--- config.mk ---
export PLATFORM = sky130hd
export DESIGN_NAME = tdm_demux4_flat
export DESIGN_NICKNAME = d
export VERILOG_FILES = /design/src/rtl/tdm_demux4_if.sv /design/src/rtl/tdm_demux4.sv /design/src/flat_wrapper.sv
export SDC_FILE = /design/constraint.sdc
export NUM_CORES = 1
export LEC_CHECK = 0
export ABC_CLOCK_PERIOD_IN_PS = 2500
export BUFFER_PORTS_ARGS = -buffer_cell sky130_fd_sc_hd__buf_2
export CORE_MARGIN = 2
export CORE_UTILIZATION = 45
export CTS_BUF_LIST = sky130_fd_sc_hd__clkbuf_2
export CTS_CLUSTER_DIAMETER = 60
export DETAILED_ROUTE_END_ITERATION = 8
export HOLD_SLACK_MARGIN = 0.15
export PLACE_DENSITY = 0.77
export SYNTH_ARGS = -nofsm -noshare
export SYNTH_HDL_FRONTEND = slang
export SYNTH_SLANG_ARGS = --single-unit
export TNS_END_PERCENT = 50
--- constraint.sdc ---
create_clock -name clk -period 2.5 [get_ports clk]
set_clock_uncertainty 0.1 [all_clocks]
set_input_delay 0.5 -clock clk [delete_from_list [all_inputs] [get_ports clk]]
set_output_delay 0.5 -clock clk [all_outputs]
set_load 0.02 [all_outputs]
--- src/rtl/tdm_demux4_if.sv ---
// Serial-side and frame-side signals of the 4-channel TDM demultiplexer.
// The link/source side is the master; the demux block is the slave.
interface tdm_demux4_if #(
  parameter int W = 8
);
  logic           en;
  logic           din;
  logic           sync;
  logic [4*W-1:0] q;
  logic           vld;
  logic           err;
  logic           locked;

  modport master (
    output en, din, sync,
    input  q, vld, err, locked
  );

  modport slave (
    input  en, din, sync,
    output q, vld, err, locked
  );
endinterface

--- src/rtl/tdm_demux4.sv ---
// 4:1 bit-interleaved TDM receiver: hunts for sync, deals bits round-robin into four channel words.
// q/vld update on the edge sampling the last frame bit; no backpressure, en=0 simply stalls the bit stream.
module tdm_demux4 #(
  parameter int W = 8
) (
  input  logic          clk,
  input  logic          rst_n,
  tdm_demux4_if.slave   bus
);
  localparam int N  = 4 * W;
  localparam int CW = $clog2(N);
  localparam logic [CW-1:0] LAST = CW'(N - 1);
  localparam logic [CW-1:0] ONE  = CW'(1);

  typedef enum logic {HUNT, LOCKED} state_t;

  state_t        state, state_nxt;
  logic [CW-1:0] cnt, cnt_nxt;
  logic [W-1:0]  ch     [4];
  logic [W-1:0]  ch_nxt [4];
  logic          shift;
  logic [1:0]    lane;
  logic          load;
  logic          vld_nxt;
  logic          err_nxt;
  logic [N-1:0]  q_r;
  logic          vld_r;
  logic          err_r;

  always_ff @(posedge clk or negedge rst_n) begin
    if (!rst_n) begin
      state <= HUNT;
    end else begin
      state <= state_nxt;
    end
  end

  always_comb begin
    state_nxt = state;
    cnt_nxt   = cnt;
    shift     = 1'b0;
    lane      = cnt[1:0];
    load      = 1'b0;
    vld_nxt   = 1'b0;
    err_nxt   = 1'b0;
    if (bus.en) begin
      case (state)
        HUNT: begin
          if (bus.sync) begin
            shift     = 1'b1;
            lane      = 2'd0;
            cnt_nxt   = ONE;
            state_nxt = LOCKED;
          end
        end
        LOCKED: begin
          if (cnt == '0) begin
            if (bus.sync) begin
              shift   = 1'b1;
              lane    = 2'd0;
              cnt_nxt = ONE;
            end else begin
              err_nxt   = 1'b1;
              cnt_nxt   = '0;
              state_nxt = HUNT;
            end
          end else if (bus.sync) begin
            // Early sync: abandon the partial frame and restart on this bit.
            err_nxt = 1'b1;
            shift   = 1'b1;
            lane    = 2'd0;
            cnt_nxt = ONE;
          end else begin
            shift = 1'b1;
            if (cnt == LAST) begin
              load    = 1'b1;
              vld_nxt = 1'b1;
              cnt_nxt = '0;
            end else begin
              cnt_nxt = cnt + ONE;
            end
          end
        end
        default: state_nxt = HUNT;
      endcase
    end
  end

  // MSB-first words: shifting left W times parks the first bit of a lane at W-1.
  always_comb begin
    for (int i = 0; i < 4; i++) begin
      ch_nxt[i] = ch[i];
    end
    if (shift) begin
      ch_nxt[lane] = {ch[lane][W-2:0], bus.din};
    end
  end

  always_ff @(posedge clk or negedge rst_n) begin
    if (!rst_n) begin
      cnt   <= '0;
      q_r   <= '0;
      vld_r <= 1'b0;
      err_r <= 1'b0;
      for (int i = 0; i < 4; i++) begin
        ch[i] <= '0;
      end
    end else begin
      cnt   <= cnt_nxt;
      vld_r <= vld_nxt;
      err_r <= err_nxt;
      for (int i = 0; i < 4; i++) begin
        ch[i] <= ch_nxt[i];
      end
      if (load) begin
        q_r <= {ch_nxt[3], ch_nxt[2], ch_nxt[1], ch_nxt[0]};
      end
    end
  end

  assign bus.q      = q_r;
  assign bus.vld    = vld_r;
  assign bus.err    = err_r;
  assign bus.locked = (state == LOCKED);
endmodule

--- src/flat_wrapper.sv ---
// flat-port wrapper written by rule: the top's interface ports become plain ports
module tdm_demux4_flat 
#(
  parameter int W = 8
)
  (clk, rst_n, bus_en, bus_din, bus_sync, bus_q, bus_vld, bus_err, bus_locked);
  tdm_demux4_if #(.W(W)) bus_i ();
  input  logic clk;
  input  logic rst_n;
  input wire logic [$bits(bus_i.en)-1:0] bus_en;
  input wire logic [$bits(bus_i.din)-1:0] bus_din;
  input wire logic [$bits(bus_i.sync)-1:0] bus_sync;
  output wire logic [$bits(bus_i.q)-1:0] bus_q;
  output wire logic [$bits(bus_i.vld)-1:0] bus_vld;
  output wire logic [$bits(bus_i.err)-1:0] bus_err;
  output wire logic [$bits(bus_i.locked)-1:0] bus_locked;
  assign bus_i.en = bus_en;
  assign bus_i.din = bus_din;
  assign bus_i.sync = bus_sync;
  assign bus_q = bus_i.q;
  assign bus_vld = bus_i.vld;
  assign bus_err = bus_i.err;
  assign bus_locked = bus_i.locked;
  tdm_demux4 #(.W(W)) u_core (.clk(clk), .rst_n(rst_n), .bus(bus_i));
endmodule
==> impl_metrics.toml, run 1 <==
[final_layout]
areaGrowthSynthToFinish_pct = 18.9
drive_above_1_share_pct = 50.4
antenna_cells = 0
final_util_pct = 55.6
instances_no_fill = 339
postLayoutCellArea_mm2 = 0.00355
finalNetCount = 266

[flow_run]
cap_violations = 0

[detailed_routing]
postRouteAntennaNets = 0
drc = 0
wire_per_inst_um = 14.5
wirelength_mm = 4.90
dr.pass1.iters = 4
drt_iter0_drc = 87
vias_per_cell = 5.14
vias = 1742

[setup_path]
cp-end-kind = "flop"
r2r_end = "u_core.bus.q[20]"
cp-start-kind = "flop"
critPathRequiredTime_ps = 2840
slowest_delay_ps = 460
critPathArrivalTime_ps = 2750
r2r_cells = 8
path_cells = "inv_2 -> ha_1 -> nor4b_2 -> ha_2 -> or4_1 -> buf_4 -> mux2_4 -> mux2_2"
worstSetupPathType = "reg -> reg"
slowest_stage = "or4_1"
crit_path_max_fanout = 8
reg2reg_from = "u_core.cnt[0]"
r2r_slack_ps = 80

[logic_synthesis]
synthesis.nets = 211
synth_cell_types = 31
synth.avg_cell_area_um2 = 14.8
synth_top_area_share_pct = 60.3
synth-seq-cells = 72
ys_seq_area_share_pct = 60.3
synth_top_area_cell = "dfrtp_1"
synth_area_mm2 = 0.00299
yosysWarnings = 0
synth.area.top_cells = "dfrtp_1, mux2_2, mux2_4, mux2i_1, nand2_1"
synthCells = 202

[floorplan]
num_io_pins = 40
core_mm2 = 0.00639
die_w_um = 85.5
dieArea_mm2 = 0.00730
die_y_um = 85.5
initial_core_util_pct = 46.8
rows = 29

[hold_path]
min_to = "u_core.ch[8]"
hp-class = "in -> reg"
holdPathStages = 2
hp-start = "bus_din"

[power_and_ir_drop]
power.leakage_nw = 1.95
p_total_mw = 2.98
vdd_drop_max_uv = 426
power_density_mw_per_mm2 = 838

[timing]
worstMarginPinSlew_ps = 576
rsz0062_at_grt = "false"
fmax_mhz = 414
maxSlewViolCount = 0
hold_viol = 0
fin_crit_sh_pct = 96.6
setup-tns-final_ps = 0
timing.slew.headroom_pct = 61.6
final-setup-viol-count = 0
min_period_ps = 2420

[place]
place_area_mm2 = 0.00335
portBuffers = 39
gp_congestion = 0.807
dp_hpwl_mm = 3.42
dp.cells = 322

[clock_tree]
cts.sinks = 72
clk_latency_ps = 520
clk_pin_slew_ps = 210
numCtsBuffers = 9
cts_tree = "yes"
clock-root-buffer = "clkbuf_2"
cts_buffer_depth = 2
cts_htree_levels = 3

[global_route]
grt_max_degree = 49
track_usage_pct = 15.3
grt_pass1_vias = 1780
grt_pass1_wl_mm = 8.56
antenna_found_initial = 0
overflow = 0

[run_status]
status = "complete, no violations"
==> power breakdown <==
part / switching, mW / total, mW / internal (mW) / leakage [nW]
registers: 0.0987 / 1.42 / 1.32 / 0.985
clock network: 0.431 / 0.963 / 0.532 / 0.103
logic: 0.297 / 0.598 / 0.301 / 0.864
total: 0.826 / 2.98 / 2.15 / 1.95
==> synth_stat cells, drive strengths merged <==
master   instances
and3             1
nand3            1
nor4             2
nor2             2
nor3             1
a21oi            2
nand3b           1
nand2b           1
o21a             1
a31oi            1
ha               4
o21ai            4
o2bb2ai          1
buf              9
nor4b            2
o211a            1
inv             11
nor3b            1
a22o             2
o22a             1
nand2           15
mux2            57
dfrtp           72
or4              2
mux2i            7
==> through the flow <==
| stage | setup slack, ps | hold WS [ps] |
|---|---|---|
| floorplan | -28.6 | 104 |
| global route | 20.5 | 156 |
| CTS | 42.3 | 167 |
| detailed placement | 49.9 | 390 |
| global placement | 105 | 379 |
| finish | 84.1 | 196 |
==> layout by cell type, fill, tap and decap left out, types with 2 or more instances in the layout <==
cell type / netlist / routed
dfrtp_1: 72 / 72
mux2_2: 41 / 41
buf_2: 7 / 39
mux2_4: 16 / 16
nand2_1: 15 / 15
buf_4: 0 / 11
inv_1: 9 / 9
clkbuf_2: 0 / 9
mux2i_1: 7 / 7
o21ai_0: 4 / 4
bufinv_16: 0 / 4
ha_1: 4 / 3
inv_2: 2 / 2
nor2_1: 2 / 2
a22o_1: 2 / 2
a21oi_1: 2 / 2
buf_12: 0 / 2
==> worst max-delay path: cells and delay by family (launching register included) <==
kind          cells  cell delay, ps
fa+ha+maj         2             380
buf+inv           2             260
flops             1             400
mux               2             570
simple gates      2             630
==> state kept, by name (all words and copies together) (netlist names) <==
signal and count:
u_core.bus.vld 1, u_core.bus.locked 1, u_core.ch 32, u_core.bus.err 1, u_core.bus.q 32, u_core.cnt 5
==> area by class of cell <==
class / count / area, µm²
sequential: 72 / 1800
multi-input combinational: 110 / 1100
timing repair buffer: 53 / 328
clock inverter: 7 / 141
tap: 77 / 96.3
clock buffer: 9 / 45.0
inverter: 11 / 41.3
fill: 536 / 2840
==> worst max-delay path by stage <==
stage             startpoint          endpoint  cells after the start
3_5_place_dp   u_core.cnt[0]  u_core.bus.q[20]                      8
6_report       u_core.cnt[0]  u_core.bus.q[20]                      8
4_1_cts        u_core.cnt[0]  u_core.bus.q[16]                      8
2_1_floorplan  u_core.cnt[0]  u_core.bus.q[16]                      8
5_1_grt        u_core.cnt[1]  u_core.bus.q[16]                      8
3_3_place_gp   u_core.cnt[0]  u_core.bus.q[23]                      8
==> per-layer routing <==
layer,GRT usage (%),wire length (µm),vias up
met2,22.3,2280,45
met1,20.9,2290,879
met4,7.36,87,0
li1,-,-,811
met3,4.67,248,7
met5,0,0,-
==> logic make-up (layout without fill, tap and decap cells) <==
logic type	after synthesis	in the layout	synth area share (%)
adder cells (fa/ha/maj)	4	4	1.68
AND/OR/NAND/NOR	29	29	5.87
flip-flops	72	72	60.3
AO/OA/AOI/OAI	13	13	2.97
buffers and inverters	20	80	3.31
multiplexers	64	64	25.8
==> what timing repair did <==
item	in CTS	in global routing
hold endpoints to repair	24	0
hold buffers	1	0
setup buffers	0	0
gates resized for setup	0	1
endpoints found under the setup margin	0	5
Power figures use the tool's default switching activity.
==> inputs of run 2 (changes only) <==
--- a/config.mk
+++ b/config.mk
@@ -9,11 +9,12 @@
 export BUFFER_PORTS_ARGS = -buffer_cell sky130_fd_sc_hd__buf_2
 export CORE_MARGIN = 2
 export CORE_UTILIZATION = 45
-export CTS_BUF_LIST = sky130_fd_sc_hd__clkbuf_2
+export CTS_BUF_LIST = sky130_fd_sc_hd__clkbuf_4 sky130_fd_sc_hd__clkbuf_8 sky130_fd_sc_hd__clkbuf_16
 export CTS_CLUSTER_DIAMETER = 60
 export DETAILED_ROUTE_END_ITERATION = 8
 export HOLD_SLACK_MARGIN = 0.15
 export PLACE_DENSITY = 0.77
+export REMOVE_ABC_BUFFERS = 1
 export SYNTH_ARGS = -nofsm -noshare
 export SYNTH_HDL_FRONTEND = slang
 export SYNTH_SLANG_ARGS = --single-unit
==> impl_metrics.toml, run 2 (synthesis results as in run 1) <==
[run_status]
status = "complete, no violations"

[final_layout]
final_util_pct = 55.7
drive_above_1_share_pct = 50.2
layout_commonest_cell = "dfrtp_1"
finalNetCount = 265
antenna_cells = 0
final_cell_mix = "dfrtp_1, mux2_2, buf_2"
areaGrowthSynthToFinish_pct = 19.1

[setup_path]
critPathRequiredTime_ps = 2630
reg2reg_from = "u_core.cnt[0]"
cp-start-kind = "flop"
cp-startpoint = "u_core.cnt[0]"
cp-end-kind = "flop"
worstSetupPathType = "reg -> reg"
r2r_cells = 8
crit_path_max_fanout = 8
critPathArrivalTime_ps = 2530

[power_and_ir_drop]
power.leakage_nw = 1.95
combPwrFrac_pct = 20.6
power_density_mw_per_mm2 = 826
vdd_drop_max_uv = 631
p_total_mw = 2.94
p_switching_mw = 0.804
internal-power_mw = 2.13
pwr-share-clk_pct = 31.5
seqPwrFrac_pct = 47.9
netSwitchingFraction_pct = 27.4

[floorplan]
die_w_um = 85.5
initial_core_util_pct = 46.8
num_io_pins = 40
die_y_um = 85.5
rows = 29
dieArea_mm2 = 0.00730
core_mm2 = 0.00639

[timing]
fmax_mhz = 417
fin_crit_sh_pct = 95.9
min_period_ps = 2400
rsz0062_at_grt = "false"
maxSlewViolCount = 0
final-setup-viol-count = 0
hold_viol = 0
worstMarginPinSlew_ps = 526
timing.slew.headroom_pct = 64.9
setup-tns-final_ps = 0

[clock_tree]
clk_latency_ps = 340
clk_pin_slew_ps = 70
numCtsBuffers = 9
cts_htree_levels = 3
cts_buffer_depth = 2
cts.sinks = 72
clock-root-buffer = "clkbuf_8"
cts_tree = "yes"

[global_route]
grt_pass1_wl_mm = 8.59
antenna_found_initial = 0
grt_max_degree = 73
track_usage_pct = 15.1
grt_pass1_vias = 1822
overflow = 0

[hold_path]
hp-class = "in -> reg"
hp-start = "bus_din"
holdPathStages = 2

[detailed_routing]
vias = 1734
wirelength_mm = 4.87
wire_per_inst_um = 14.4
postRouteAntennaNets = 0
drc = 0
dr.pass1.iters = 4
drt_iter0_drc = 56
vias_per_cell = 5.13

[place]
portBuffers = 39
gp_congestion = 0.845
dp_hpwl_mm = 3.34

[flow_run]
cap_violations = 0
## run 2: cell type report
class                           instances  area (µm²)
Clock buffer                           11         151
Clock inverter                          5        55.1
Fill cell                             525        2830
Inverter                               11        41.3
Multi-Input combinational cell        110        1090
Sequential cell                        72        1800
Tap cell                               77        96.3
Timing Repair Buffer                   52         324
## run 2: worst max-delay path: stages (launching register included)
cell     delay [ps]
dfrtp_1         360
inv_2            60
ha_1            190
nor4b_2         170
ha_2            200
or4_1           480
buf_6           170
mux2_4          310
mux2_2          260
## run 2: metal layers
layer | part of all wire [%] | track usage [%] | wire length, µm
met1 | 45 | 19.3 | 2190
met2 | 49 | 23.7 | 2380
met3 | 4.5 | 4.77 | 217
met4 | 1.7 | 6.93 | 85
met5 | 0 | 0 | 0
## run 2: final timing paths
| kind | to | slack, ps |
|---|---|---|
| min in group asynchronous | u_core.ch[21] | 590 |
| max in group asynchronous | u_core.ch[28] | 1380 |
| worst min register to register | u_core.bus.q[22] | 400 |
| worst min-delay path | u_core.ch[16] | 390 |
| worst max-delay path | u_core.bus.q[22] | 100 |
| worst max register to register | u_core.bus.q[22] | 100 |
## run 2: power by group through the flow
stage	registers (mW)	logic [mW]	clock network (mW)
4_1_cts	1.41	0.615	0.966
2_1_floorplan	1.45	0.377	0
5_1_grt	1.42	0.683	1.00
6_report	1.41	0.606	0.924
3_5_place_dp	1.43	0.609	0
3_3_place_gp	1.42	0.589	0
## run 2: what timing repair did
item                                    in CTS  in global routing
hold endpoints to repair                    72                  0
resized for setup                            0                  2
setup buffers                                0                  0
endpoints found under the setup margin       0                 15
hold buffers                                 1                  0
## run 2: per-stage QoR
stage	hold slack [ps]	std cells	area, µm²	setup slack, ps
floorplan	104	193	2930	-108
global placement	382	321	3340	108
detailed placement	386	321	3340	43.9
CTS	368	338	3550	30.9
global route	382	338	3560	3.33
finish	385	338	3560	101
